`config.mk`:
```
export PLATFORM = sky130hd
export DESIGN_NAME = iadc_serial_rx
export DESIGN_NICKNAME = d
export VERILOG_FILES = /design/src/rtl/iadc_pkg.sv /design/src/rtl/iadc_rx_shreg.sv /design/src/rtl/iadc_serial_rx.sv
export SDC_FILE = /design/constraint.sdc
export NUM_CORES = 1
export LEC_CHECK = 0
export ABC_AREA = 1
export ABC_CLOCK_PERIOD_IN_PS = 1500
export BUFFER_PORTS_ARGS = -buffer_cell sky130_fd_sc_hd__buf_2
export CAP_MARGIN = 40
export CORE_AREA = 2 2 60 77
export DETAILED_ROUTE_END_ITERATION = 10
export DIE_AREA = 0 0 62 79
export MAX_ROUTING_LAYER = met4
export PLACE_DENSITY = 0.7
export RECOVER_POWER = 50
export SLEW_MARGIN = 20
export SYNTH_ARGS = -nofsm -noshare
export SYNTH_HDL_FRONTEND = slang
export SYNTH_HIERARCHICAL = 1
export SYNTH_SLANG_ARGS = --single-unit
```
`constraint.sdc`:
```
create_clock -name clk -period 1.5 [get_ports clk]
set_input_delay 0.375 -clock clk [delete_from_list [all_inputs] [get_ports clk]]
set_output_delay 0.375 -clock clk [all_outputs]
set_load 0.01 [all_outputs]
```
`src/rtl/iadc_pkg.sv`:
```
// Shared definitions for the incremental ADC serial interface, wrapper and register map.
package iadc_pkg;

  typedef enum logic [1:0] {
    IDLE = 2'd0,
    REQ  = 2'd1,
    RECV = 2'd2
  } iadc_state_t;

  localparam int IADC_DATA_W         = 12;
  localparam int IADC_TIMEOUT_CYCLES = 255;

endpackage

```
`src/rtl/iadc_rx_shreg.sv`:
```
// MSB-first deserializer with bit counter; done fires on the strobe carrying the last bit.
// Latency: word/done are combinational from the current strobe, state updates on the next edge.
// Backpressure: none; the owner decides whether the completed word is kept.
module iadc_rx_shreg
  import iadc_pkg::*;
#(
  parameter int DATA_W = IADC_DATA_W
) (
  input  logic              clk,
  input  logic              rst_n,
  input  logic              clear,
  input  logic              shift_en,
  input  logic              serial_data_in,
  output logic [DATA_W-1:0] word,
  output logic              done
);

  localparam int CNT_W = (DATA_W > 1) ? $clog2(DATA_W) : 1;
  localparam logic [CNT_W-1:0] LAST_BIT = CNT_W'(DATA_W - 1);

  logic [DATA_W-1:0] shreg;
  logic [CNT_W-1:0]  bit_cnt;

  // word includes the bit arriving on this strobe, so the final strobe sees the full word
  assign word = {shreg[DATA_W-2:0], serial_data_in};
  assign done = shift_en && (bit_cnt == LAST_BIT);

  always_ff @(posedge clk or negedge rst_n) begin
    if (!rst_n) begin
      shreg   <= '0;
      bit_cnt <= '0;
    end else if (clear) begin
      shreg   <= '0;
      bit_cnt <= '0;
    end else if (shift_en) begin
      shreg   <= word;
      bit_cnt <= done ? '0 : bit_cnt + CNT_W'(1);
    end
  end

endmodule

```
`src/rtl/iadc_serial_rx.sv`:
```
// Requests an ADC conversion, deserializes the strobed result and offers it on valid/ready.
// Latency: data_valid rises one cycle after the final strobe; new_data one cycle after start.
// Backpressure: a word completing while the slot is still held is dropped and flags overrun.
module iadc_serial_rx
  import iadc_pkg::*;
#(
  parameter int DATA_W         = IADC_DATA_W,
  parameter int TIMEOUT_CYCLES = IADC_TIMEOUT_CYCLES
) (
  input  logic              clk,
  input  logic              rst_n,
  input  logic              start,
  input  logic              clr_flags,
  output logic              new_data,
  input  logic              shift_in,
  input  logic              serial_data_in,
  output logic [DATA_W-1:0] data_out,
  output logic              data_valid,
  input  logic              data_ready,
  output logic              busy,
  output logic              overrun,
  output logic              timeout
);

  localparam int TCNT_W = $clog2(TIMEOUT_CYCLES + 1);
  localparam logic [TCNT_W-1:0] TCNT_MAX  = TCNT_W'(TIMEOUT_CYCLES);
  localparam logic [TCNT_W-1:0] TCNT_LAST = TCNT_W'(TIMEOUT_CYCLES - 1);

  iadc_state_t       state, state_nxt;
  logic [TCNT_W-1:0] tcnt;
  logic              shift_en;
  logic              word_done;
  logic              tmo_hit;
  logic              slot_free;
  logic [DATA_W-1:0] word;

  assign new_data  = (state == REQ);
  assign busy      = (state != IDLE);
  assign shift_en  = (state == RECV) && shift_in;
  // a strobe in the limit cycle is a strobe, so only silent cycles can trip the timeout
  assign tmo_hit   = (state == RECV) && !shift_in && (tcnt >= TCNT_LAST);
  assign slot_free = !data_valid || data_ready;

  iadc_rx_shreg #(
    .DATA_W (DATA_W)
  ) u_shreg (
    .clk            (clk),
    .rst_n          (rst_n),
    .clear          (state == REQ),
    .shift_en       (shift_en),
    .serial_data_in (serial_data_in),
    .word           (word),
    .done           (word_done)
  );

  always_ff @(posedge clk or negedge rst_n) begin
    if (!rst_n) state <= IDLE;
    else        state <= state_nxt;
  end

  always_comb begin
    state_nxt = state;
    case (state)
      IDLE:    if (start) state_nxt = REQ;
      REQ:     state_nxt = RECV;
      RECV:    if (word_done || tmo_hit) state_nxt = IDLE;
      default: state_nxt = IDLE;
    endcase
  end

  always_ff @(posedge clk or negedge rst_n) begin
    if (!rst_n)                         tcnt <= '0;
    else if (state != RECV || shift_in) tcnt <= '0;
    else if (tcnt != TCNT_MAX)          tcnt <= tcnt + TCNT_W'(1);
  end

  always_ff @(posedge clk or negedge rst_n) begin
    if (!rst_n) begin
      data_out   <= '0;
      data_valid <= 1'b0;
    end else if (word_done && slot_free) begin
      data_out   <= word;
      data_valid <= 1'b1;
    end else if (data_valid && data_ready) begin
      data_valid <= 1'b0;
    end
  end

  // set has priority over clear so a coincident event is never lost
  always_ff @(posedge clk or negedge rst_n) begin
    if (!rst_n) begin
      overrun <= 1'b0;
      timeout <= 1'b0;
    end else begin
      if (word_done && !slot_free) overrun <= 1'b1;
      else if (clr_flags)          overrun <= 1'b0;
      if (tmo_hit)                 timeout <= 1'b1;
      else if (clr_flags)          timeout <= 1'b0;
    end
  end

endmodule

```
==> flow_metrics.py <==
metrics = {
    "place": {
        "dp_hpwl_mm": 2.51,
        "place.gp.congestion": 0.803,
        "portBuffers": 23,
        "place_ws_ns": -0.0306,
    },
    "synthesis": {
        "synth-compound-area-share_pct": 7.86,
        "ys_top_cells_by_area": "sky130_fd_sc_hd__dfrtp_1 55%, sky130_fd_sc_hd__nand2_1 11%, sky130_fd_sc_hd__nand3_1 6.3%",
        "synth_cell_types": 25,
        "synthDominantCellAreaShare_pct": 55.1,
        "netlist.top_cell.by_area": "sky130_fd_sc_hd__dfrtp_1",
        "yosys.area_share.adder_pct": 2.07,
        "synth.most_common_cell": "sky130_fd_sc_hd__nand2_1",
        "netlist_instances": 206,
        "yosys_warnings": 6,
        "post_synth_instance_area_um2": 1820,
        "mappedNetlistNets": 216,
        "yosys.area_share.simple_pct": 26.7,
        "synth_top_family_by_area": "simple AND/OR/NAND/NOR gates",
        "synthMuxAreaShare_pct": 0,
        "synth.ff_latch_count": 40,
        "synth_edf_count": 0,
        "synth_async_sr_flop_share_pct": 100,
        "yosys_most_used_dff": "sky130_fd_sc_hd__dfrtp_1",
        "ys_seq_area_share_pct": 55.1,
        "yosys.area_share.xor_xnor_pct": 0,
        "synth.cells.most_frequent": "54 x sky130_fd_sc_hd__nand2_1, 40 x sky130_fd_sc_hd__dfrtp_1, 24 x sky130_fd_sc_hd__inv_1, 23 x sky130_fd_sc_hd__nand3_1, 15 x sky130_fd_sc_hd__nor2_1",
        "synthesized_area_divided_by_synthesized_cell_count_um2": 8.81,
    },
    "drt": {
        "drtAntennaViolNets": 0,
        "drc": 0,
        "drt-total-wl_mm": 3.53,
        "detailroute.via_count": 1400,
        "route.detailed.wl_per_inst_um": 11.9,
        "detail_route.vias_per_cell": 4.73,
        "firstDrtPassIters": 4,
        "drt-initial-drc-count": 41,
    },
    "grt": {
        "grt.total_usage_pct": 16.2,
        "antenna_found_initial": 0,
        "grt_max_degree": 41,
        "grt_pass1_wl_mm": 5.75,
        "gr-total-overflow": 0,
        "first_global_vias": 1357,
    },
    "floorplan": {
        "design.die.area_um2": 4900,
        "design.core.area_um2": 4220,
        "core.rowCount": 27,
        "floorplan.io_pins": 24,
        "initial_utilization_pct": 43.0,
        "die_w_um": 62,
        "overall_die_height_um": 79,
    },
    "setup_path": {
        "critical_path.startpoint_type": "register",
        "rr_endpoint": "u_shreg/shreg[9]",
        "timing.critical_path.to_type": "output port",
        "critical_path.reg2reg.startpoint": "state[0]",
        "timing.critical_path.slowest_cell_delay_ns": 0.40,
        "critPathSlowestCell": "sky130_fd_sc_hd__dfrtp_1",
        "critical_path.top_delay_family": "flip-flops",
        "top_fanout_value_on_the_critical_path": 3,
        "cp.required_ns": 1.12,
        "critPathArrivalTime_ns": 1.13,
        "path_buf_inv": 1,
        "criticalPathCategory": "reg -> out",
        "reg2regPathDepth": 8,
        "crit_path_cell_trace": "or2_2 -> buf_6",
        "reg2reg_slack_ns": 0.13,
    },
    "hold_path": {
        "holdCritStartpoint": "start",
        "min_delay_path_depth": 3,
        "worstHoldPathType": "in -> reg",
        "timing.hold.worst_endpoint": "state[0]",
    },
    "final_layout": {
        "antenna-diode-count": 0,
        "postLayoutCoreUtil_pct": 52.1,
        "multi_input_gate_area_um2": 694,
        "layout-drive-gt1-share_pct": 22.3,
        "regArea_um2": 1000,
        "fillers": 398,
        "layout-area-overhead-vs-synth_pct": 21.2,
        "design.final.nets": 248,
    },
    "status": {
        "outcome": "complete, but fails checks",
        "failing_checks": "setup timing",
    },
    "cts": {
        "clock-root-buffer": "sky130_fd_sc_hd__clkbuf_8",
        "ctsLongestPathBuffers": 2,
        "postCtsHoldBufs": 0,
        "cts_bufs_inserted": 5,
        "clock_sink_count": 40,
        "worst_skew_pair.late_latency_ns": 0.29,
        "clk_transition_reported_paths_ns": 0.08,
        "cts.htree.levels": 2,
        "tritoncts_clock_tree": "done",
    },
    "pwr": {
        "leakage_nw": 1.11,
        "design_power_total_mw": 3.02,
        "power_density_nw_per_um2": 1370,
        "worst_ir_drop_vdd_v": 0.000633,
    },
    "sta": {
        "worstMarginPinSlew_ns": 0.959,
        "worst_slack_ns": -0.00363,
        "fmax_mhz": 665,
        "max-slew-margin-rel_pct": 36.1,
        "setup_violations": 1,
        "timing.final.crit_period_ns": 1.50,
        "skew_ns": 0.0104,
        "timing.final.max_slew_violations": 0,
        "min_period_over_period_pct": 100,
        "hold_viol": 0,
        "rsz_0062_raised_after_global_routing": "yes",
    },
    "flow_run": {
        "max-cap-violations": 0,
    },
}
==> sequential cells by signal, summed over array words and instances, names as in the netlist <==
signal and count:
u_shreg/bit_cnt 4, state 2, timeout 1, data_valid 1, tcnt 8, u_shreg/shreg 11
overrun 1, data_out 12
==> power by group <==
part	internal, mW	leakage, nW	switching [mW]	total [mW]
logic	0.265	0.500	0.420	0.684
clock network	0.655	0.0642	0.352	1.01
registers	1.22	0.551	0.106	1.33
total	2.14	1.11	0.878	3.02
==> layer usage <==
metal | vias up | track usage (%) | routed length, um
met3 | 3 | 5.05 | 110
li1 | 720 | - | -
met1 | 662 | 18.1 | 1480
met5 | - | - | 0
met4 | 0 | 5.74 | 34
met2 | 15 | 26.7 | 1910
==> timing repair <==
action	in CTS	in global routing
endpoints found under the setup margin	14	24
pin swaps	0	0
buffers inserted	1	1
resized for setup	3	10
gates cloned	0	1
==> how the worst max path moves through the flow <==
stage                       end  cells after the start  startpoint  slack [ns]
floorplan           data_out[0]                     11    state[0]        0.07
global placement    data_out[6]                     10    shift_in        0.02
detailed placement  data_out[6]                     10    state[0]       -0.03
CTS                        busy                      2    state[1]      -0.003
global route               busy                      2    state[1]       -0.06
finish                     busy                      2    state[1]      -0.004
==> kinds of logic (layout without fill, tap and decap cells) <==
group,Yosys count,count (layout)
adders and majority gates,3,3
and+or+nand+nor,106,106
buffers and inverters,34,66
DFF,40,40
AOI/OAI and AO/OA,23,23
==> cell type report <==
type / count / area share, %
multi-input cells: 132 / 31.6
clock inverters: 2 / 2.73
repair buffers: 31 / 8.93
inverters: 28 / 4.89
flip-flops and latches: 40 / 45.5
well taps: 58 / 3.30
clock buffers: 5 / 3.13
==> worst reg2reg max path: cells and delay by family, from the launching register on <==
kind | cells | cell delay (ns)
AND/OR/NAND/NOR | 3 | 0.33
buffers and inverters | 4 | 0.41
flip-flops | 1 | 0.38
AO/OA/AOI/OAI | 1 | 0.15
==> stage by stage <==
step | hold WS (ns) | instances | cell area [um2] | setup TNS, ns
after floorplan | 0.0794 | 206 | 1820 | 0
after global placement | 0.362 | 286 | 2010 | 0
after detailed placement | 0.360 | 286 | 2010 | -0.164
after CTS | 0.0428 | 294 | 2160 | -0.00315
after global routing | 0.279 | 296 | 2200 | -0.114
final | 0.279 | 296 | 2200 | -0.00363
==> cells in the final DEF (no fill, tap or decap), types with 2 or more instances in the layout <==
cell                         n
sky130_fd_sc_hd__a21oi_1     2
sky130_fd_sc_hd__buf_2      16
sky130_fd_sc_hd__buf_4       5
sky130_fd_sc_hd__bufinv_16   2
sky130_fd_sc_hd__clkbuf_1    6
sky130_fd_sc_hd__clkbuf_8    5
sky130_fd_sc_hd__dfrtp_1    40
sky130_fd_sc_hd__ha_1        3
sky130_fd_sc_hd__inv_1      23
sky130_fd_sc_hd__inv_2       4
sky130_fd_sc_hd__nand2_1    52
sky130_fd_sc_hd__nand2_2     2
sky130_fd_sc_hd__nand2_4     3
sky130_fd_sc_hd__nand3_1    23
sky130_fd_sc_hd__nand4_1     2
sky130_fd_sc_hd__nor2_1     13
sky130_fd_sc_hd__nor2_4      5
sky130_fd_sc_hd__o21ai_1     5
sky130_fd_sc_hd__o21ai_2     2
sky130_fd_sc_hd__o22ai_1    10
sky130_fd_sc_hd__or2_2       2
No activity file was read; power rests on OpenSTA's default activity.
